File: config.mk
export PLATFORM = sky130hd
export DESIGN_NAME = led_status_arbiter
export DESIGN_NICKNAME = d
export VERILOG_FILES = /design/src/rtl/led_ctrl_pkg.sv /design/src/rtl/led_tick_gen.sv /design/src/rtl/led_status_arbiter.sv
export SDC_FILE = /design/constraint.sdc
export NUM_CORES = 1
export LEC_CHECK = 0
export BUFFER_PORTS_ARGS = -buffer_cell sky130_fd_sc_hd__buf_2
export CORE_UTILIZATION = 40
export CTS_CLUSTER_DIAMETER = 150
export DETAILED_ROUTE_END_ITERATION = 16
export PLACE_DENSITY = 0.59
export SYNTH_ARGS = -nofsm -noshare
export SYNTH_HDL_FRONTEND = slang
export SYNTH_HIERARCHICAL = 1
export SYNTH_SLANG_ARGS = --single-unit
File: constraint.sdc
create_clock -name clk -period 4.15 [get_ports clk]
set_input_delay 0.415 -clock clk [delete_from_list [all_inputs] [get_ports clk]]
set_output_delay 0.415 -clock clk [all_outputs]
set_load 0.01 [all_outputs]
File: src/rtl/led_ctrl_pkg.sv
// Shared definitions for the LED status arbiter: FSM state encoding,
// requester count and the fixed-priority winner helper.
package led_ctrl_pkg;

  // Number of display requesters; index 0 has the highest priority.
  localparam int unsigned NUM_REQ = 3;

  typedef enum logic [1:0] {
    IDLE = 2'b00,
    HOLD = 2'b01,
    OWN  = 2'b10
  } led_state_e;

  // Isolate the lowest set request bit: lowest index wins, and the result
  // is one-hot (or zero when nothing is requested) by construction.
  function automatic logic [NUM_REQ-1:0] pick_winner(input logic [NUM_REQ-1:0] r);
    pick_winner = r & (~r + NUM_REQ'(1));
  endfunction

endpackage

File: src/rtl/led_tick_gen.sv
// Blink prescaler: counts CLK_DIV clock cycles per tick, emits a registered
// one-cycle tick pulse and a phase bit that flips on every tick.
module led_tick_gen #(
  parameter int unsigned CLK_DIV = 25000000
) (
  input  logic clk,
  input  logic rstn,
  output logic tick,
  output logic phase
);

  localparam int unsigned CW = (CLK_DIV > 1) ? $clog2(CLK_DIV) : 1;
  localparam logic [CW-1:0] LAST = CW'(CLK_DIV - 1);

  logic [CW-1:0] cnt_q, cnt_d;
  logic          tick_q, tick_d;
  logic          phase_q, phase_d;
  logic          wrap_s;

  // Next-state: count up to LAST, then wrap and raise tick / flip phase.
  always_comb begin
    wrap_s  = (cnt_q == LAST);
    tick_d  = wrap_s;
    phase_d = phase_q ^ wrap_s;
    if (wrap_s) begin
      cnt_d = {CW{1'b0}};
    end else begin
      cnt_d = cnt_q + CW'(1);
    end
  end

  // Prescaler state registers with asynchronous clear.
  always_ff @(posedge clk or negedge rstn) begin
    if (!rstn) begin
      cnt_q   <= {CW{1'b0}};
      tick_q  <= 1'b0;
      phase_q <= 1'b0;
    end else begin
      cnt_q   <= cnt_d;
      tick_q  <= tick_d;
      phase_q <= phase_d;
    end
  end

  assign tick  = tick_q;
  assign phase = phase_q;

endmodule

File: src/rtl/led_status_arbiter.sv
// LED status arbiter: three prioritized requesters compete for one
// two-bit LED. A new owner is held for a minimum number of blink ticks
// before it can be pre-empted; its pattern and blink enable are latched
// at grant time.
module led_status_arbiter
  import led_ctrl_pkg::*;
#(
  parameter int unsigned CLK_DIV    = 25000000,
  parameter int unsigned HOLD_TICKS = 4
) (
  input  logic               clk,
  input  logic               rstn,
  input  logic [NUM_REQ-1:0] req,
  input  logic [1:0]         pat0,
  input  logic [1:0]         pat1,
  input  logic [1:0]         pat2,
  input  logic [NUM_REQ-1:0] blink,
  output logic [NUM_REQ-1:0] grant,
  output logic [1:0]         led,
  output logic               tick
);

  localparam int unsigned HW = $clog2(HOLD_TICKS + 1);
  localparam logic [HW-1:0] HOLD_LOAD = HW'(HOLD_TICKS);

  led_state_e         state_q, state_d;
  logic [NUM_REQ-1:0] grant_q, grant_d;
  logic [1:0]         pat_q, pat_d;
  logic               blink_q, blink_d;
  logic [HW-1:0]      hold_q, hold_d;
  logic [1:0]         led_q, led_d;

  logic               tick_s;
  logic               phase_s;
  logic [NUM_REQ-1:0] win_s;
  logic [1:0]         win_pat_s;
  logic               win_blink_s;
  logic               higher_s;
  logic               own_s;

  led_tick_gen #(
    .CLK_DIV (CLK_DIV)
  ) u_tick_gen (
    .clk   (clk),
    .rstn  (rstn),
    .tick  (tick_s),
    .phase (phase_s)
  );

  // Arbitration, hold countdown and LED drive for the next cycle.
  always_comb begin
    win_s       = pick_winner(req);
    win_blink_s = |(blink & win_s);
    if (win_s[0]) begin
      win_pat_s = pat0;
    end else if (win_s[1]) begin
      win_pat_s = pat1;
    end else if (win_s[2]) begin
      win_pat_s = pat2;
    end else begin
      win_pat_s = 2'b00;
    end
    // Bits below the owner's one-hot position are the higher-priority ones.
    higher_s = |(req & (grant_q - NUM_REQ'(1)));
    own_s    = |(req & grant_q);

    state_d = state_q;
    grant_d = grant_q;
    pat_d   = pat_q;
    blink_d = blink_q;
    hold_d  = hold_q;

    case (state_q)
      IDLE: begin
        if (|req) begin
          state_d = HOLD;
          grant_d = win_s;
          pat_d   = win_pat_s;
          blink_d = win_blink_s;
          hold_d  = HOLD_LOAD;
        end else begin
          grant_d = {NUM_REQ{1'b0}};
          pat_d   = 2'b00;
          blink_d = 1'b0;
        end
      end
      HOLD: begin
        // Non-preemptible: request changes are ignored until the count expires.
        if (hold_q == {HW{1'b0}}) begin
          state_d = OWN;
        end else if (tick_s) begin
          hold_d = hold_q - HW'(1);
        end else begin
          hold_d = hold_q;
        end
      end
      OWN: begin
        if (higher_s || !own_s) begin
          if (|req) begin
            state_d = HOLD;
            grant_d = win_s;
            pat_d   = win_pat_s;
            blink_d = win_blink_s;
            hold_d  = HOLD_LOAD;
          end else begin
            state_d = IDLE;
            grant_d = {NUM_REQ{1'b0}};
            pat_d   = 2'b00;
            blink_d = 1'b0;
          end
        end else begin
          state_d = OWN;
        end
      end
      default: begin
        state_d = IDLE;
        grant_d = {NUM_REQ{1'b0}};
        pat_d   = 2'b00;
        blink_d = 1'b0;
        hold_d  = {HW{1'b0}};
      end
    endcase

    if (state_d == IDLE) begin
      led_d = 2'b00;
    end else if (!blink_d) begin
      led_d = pat_d;
    end else if (phase_s) begin
      led_d = pat_d;
    end else begin
      led_d = 2'b00;
    end
  end

  // Arbiter state, latched owner attributes and registered outputs.
  always_ff @(posedge clk or negedge rstn) begin
    if (!rstn) begin
      state_q <= IDLE;
      grant_q <= {NUM_REQ{1'b0}};
      pat_q   <= 2'b00;
      blink_q <= 1'b0;
      hold_q  <= {HW{1'b0}};
      led_q   <= 2'b00;
    end else begin
      state_q <= state_d;
      grant_q <= grant_d;
      pat_q   <= pat_d;
      blink_q <= blink_d;
      hold_q  <= hold_d;
      led_q   <= led_d;
    end
  end

  assign grant = grant_q;
  assign led   = led_q;
  assign tick  = tick_s;

endmodule

==> flow_summary.toml <==
[run_status]
status = "finished clean"

[route]
drt_iter0_drc = 71
antenna_left = 0
routed_wl_um = 4200
wire_per_inst_um = 13.9
vias = 1692
drtPass1Iterations = 4
drc = 0
viasPerCell = 5.62

[final_layout]
fin_nets = 248
diodes = 0
regArea_um2 = 1000
stdcell_count = 301
fill_cells = 532
multiInputGateArea_um2 = 1070
final_area_um2 = 2390
syn_to_final_growth_pct = 10.9
drive_gt1_frac = 0.160

[timing]
clock_skew_ps = 6.01
rsz0062_at_grt = "no"
setup_tns_ps = 0
hold_viol = 0
fin_crit_ps = 2160
max_slew.worst_pin.slew_ps = 872
drv_slew = 0
fmax_mhz = 463
finalCritPeriodShare = 0.521
setup_viol = 0
slew_headroom = 0.418

[clock_network]
cts-resized-gates = 0
root_buffer = "clkbuf_8"
clkLatencyLatePin_ps = 290
post-cts-setup-buffer-count = 0
cts.clk_slew.worst_paths_ps = 80
hold_buffers = 0
cts_tree = "built"
htreeDepth = 2
clock_sinks = 40
cts_buffers = 5
clk_path_buf_depth = 2

[floorplan]
coreArea_um2 = 5140
io_pins = 20
die_w_um = 75.4
initial_core_util = 0.420
row_count = 26
die_area_um2 = 5690
die_h_um = 75.4

[placed_design]
place_hpwl_um = 3010
place_inst = 293
port_buffers = 19
place_congestion = 0.769
postPlaceCellArea_um2 = 2300

[synthesis]
yosysSeqAreaShare = 0.464
yosys_warnings = 6
synth_cell_types = 51
synthesis.instances = 209
syn_nets = 227
synth.avg_cell_area_um2 = 10.3
synth-seq-cells = 40
yosys.area.top_type = "dfrtp_1"
yosysTopAreaCellShare = 0.464
syn_area_um2 = 2160
yosys-top-cells-area = "dfrtp_1, a21oi_1, xnor2_1, xor2_1, nand3_1"

[grt]
top_usage_layer = "met2"
grt_pass1_vias = 1598
grt.met1_usage = 0.208
grt_max_degree = 41
grt.total_usage = 0.165
grt_use_met2 = 0.275
grt_first_pass_wirelength_um = 7020
antenna_found_initial = 0
grt_overflow = 0
use_met3 = 0.0397

[power_and_ir_drop]
p_per_area_nw_per_um2 = 428
peakVddDrop_mv = 0.186
power_leakage_nw = 1.01

[critical_path]
reg2reg_slack_ps = 1990
critPathArrivalTime_ps = 2380
path_class = "flop to flop"
crit-reg2reg-capture = "u_tick_gen/phase"
critPathMaxFanout = 11
cp-end-kind = "flop"
required_ps = 4360
reg2reg_depth = 6
setup.worst_path.start_class = "flop"
r2r_start = "u_tick_gen/cnt_q[0]"

[job]
cap_violations = 0

[hold_path]
hold_path_class = "input pin to async pin"
registers in the layout (all words and copies together) (netlist names):
signal / count
blink_q: 1
grant: 3
hold_q: 3
led: 2
pat_q: 2
state_q: 2
u_tick_gen/cnt_q: 25
u_tick_gen/phase: 1
u_tick_gen/tick: 1
worst max-delay path by stage:
stage	startpoint	endpoint	cells after the start	slack (ps)
finish	u_tick_gen/cnt_q[0]	u_tick_gen/phase	6	1990
CTS	u_tick_gen/cnt_q[0]	u_tick_gen/phase	6	1970
global route	u_tick_gen/cnt_q[0]	u_tick_gen/phase	6	1750
global placement	u_tick_gen/cnt_q[17]	u_tick_gen/phase	5	2030
detailed placement	u_tick_gen/cnt_q[0]	u_tick_gen/phase	6	1980
floorplan	u_tick_gen/cnt_q[0]	u_tick_gen/cnt_q[21]	6	2240
metal layers:
layer | routed length [um] | share of wire
met3 | 201 | 0.048
met5 | 0 | 0
met2 | 2000 | 0.48
met4 | 43 | 0.010
met1 | 1950 | 0.47
cell type report:
cell class,instances,area share
clock buffers,6,0.0345
inverters,11,0.0173
clock inverters,2,0.00418
repair buffers,20,0.0429
multi-input cells,152,0.446
flip-flops and latches,40,0.418
well taps,70,0.0366
worst max-delay path, cell delays in order (launching register included):
cell     delay [ps]
dfrtp_1         390
ha_1            210
and3_1          190
and3_1          220
nor4b_2         620
buf_4           310
xor2_1          150
cell usage after synthesis, drive strengths merged:
| cell | count |
|---|---|
| o31ai | 6 |
| dfrtp | 40 |
| a22oi | 1 |
| and3 | 5 |
| nor2b | 3 |
| a41oi | 2 |
| a2111o | 1 |
| a221o | 1 |
| xor2 | 7 |
| o21a | 2 |
| nand4 | 7 |
| nand3 | 11 |
| nor4b | 2 |
| or4 | 5 |
| a211o | 1 |
| a21oi | 16 |
| a22o | 1 |
| o32ai | 2 |
| nand2b | 6 |
| ha | 4 |
| nor3 | 5 |
| a211oi | 4 |
| a31o | 1 |
| nand2 | 10 |
| a32o | 2 |
| a21o | 1 |
| xnor2 | 8 |
| nor2 | 7 |
| o21ai | 7 |
| inv | 11 |
| buf | 6 |
| nor4 | 3 |
| o211ai | 2 |
| or3 | 5 |
| nand4b | 2 |
| a2bb2oi | 2 |
| o41ai | 1 |
| and2 | 2 |
| and4 | 3 |
| nand3b | 4 |
power breakdown:
part / switching (mW) / internal, mW / total [mW]
Sequential: 0.0444 / 0.438 / 0.483
Combinational: 0.152 / 0.124 / 0.277
Clock: 0.132 / 0.133 / 0.265
Total: 0.328 / 0.695 / 1.02
placed cells by master (no fill, tap or decap), types with 3 or more instances in the layout:
cell type   n
nand3_1    11
a21oi_1    15
nor2_1      7
buf_2      19
or3_1       5
nor3_1      5
or4_1       4
a211oi_1    3
nor2b_1     3
clkbuf_8    6
nand4_1     6
nor4_1      3
nand3b_1    4
and3_1      4
xnor2_1     8
and4_1      3
nand2b_1    5
nand2_1    10
xor2_1      7
o21ai_0     6
ha_1        4
dfrtp_1    40
inv_1      11
o31ai_1     5
cells by family (layout without fill, tap and decap cells):
kind of cell	Yosys count	in the layout	share of synthesized area
flip-flops	40	40	0.464
adder cells (fa/ha/maj)	4	4	0.0232
AND/OR/NAND/NOR	80	80	0.230
buffers and inverters	17	39	0.0412
XOR/XNOR	15	15	0.0609
AO/OA/AOI/OAI	53	53	0.181
stage by stage:
stage          utilization  total power [mW]  hold slack [ps]  worst slack [ps]
5_1_grt              0.465              1.09              324              1750
2_1_floorplan            -             0.692              119              2240
3_5_place_dp         0.447             0.770              481              1980
3_3_place_gp         0.447             0.769              460              2030
6_report             0.465              1.02              242              1990
4_1_cts              0.465              1.04              281              1970
Power figures use the tool's default switching activity.
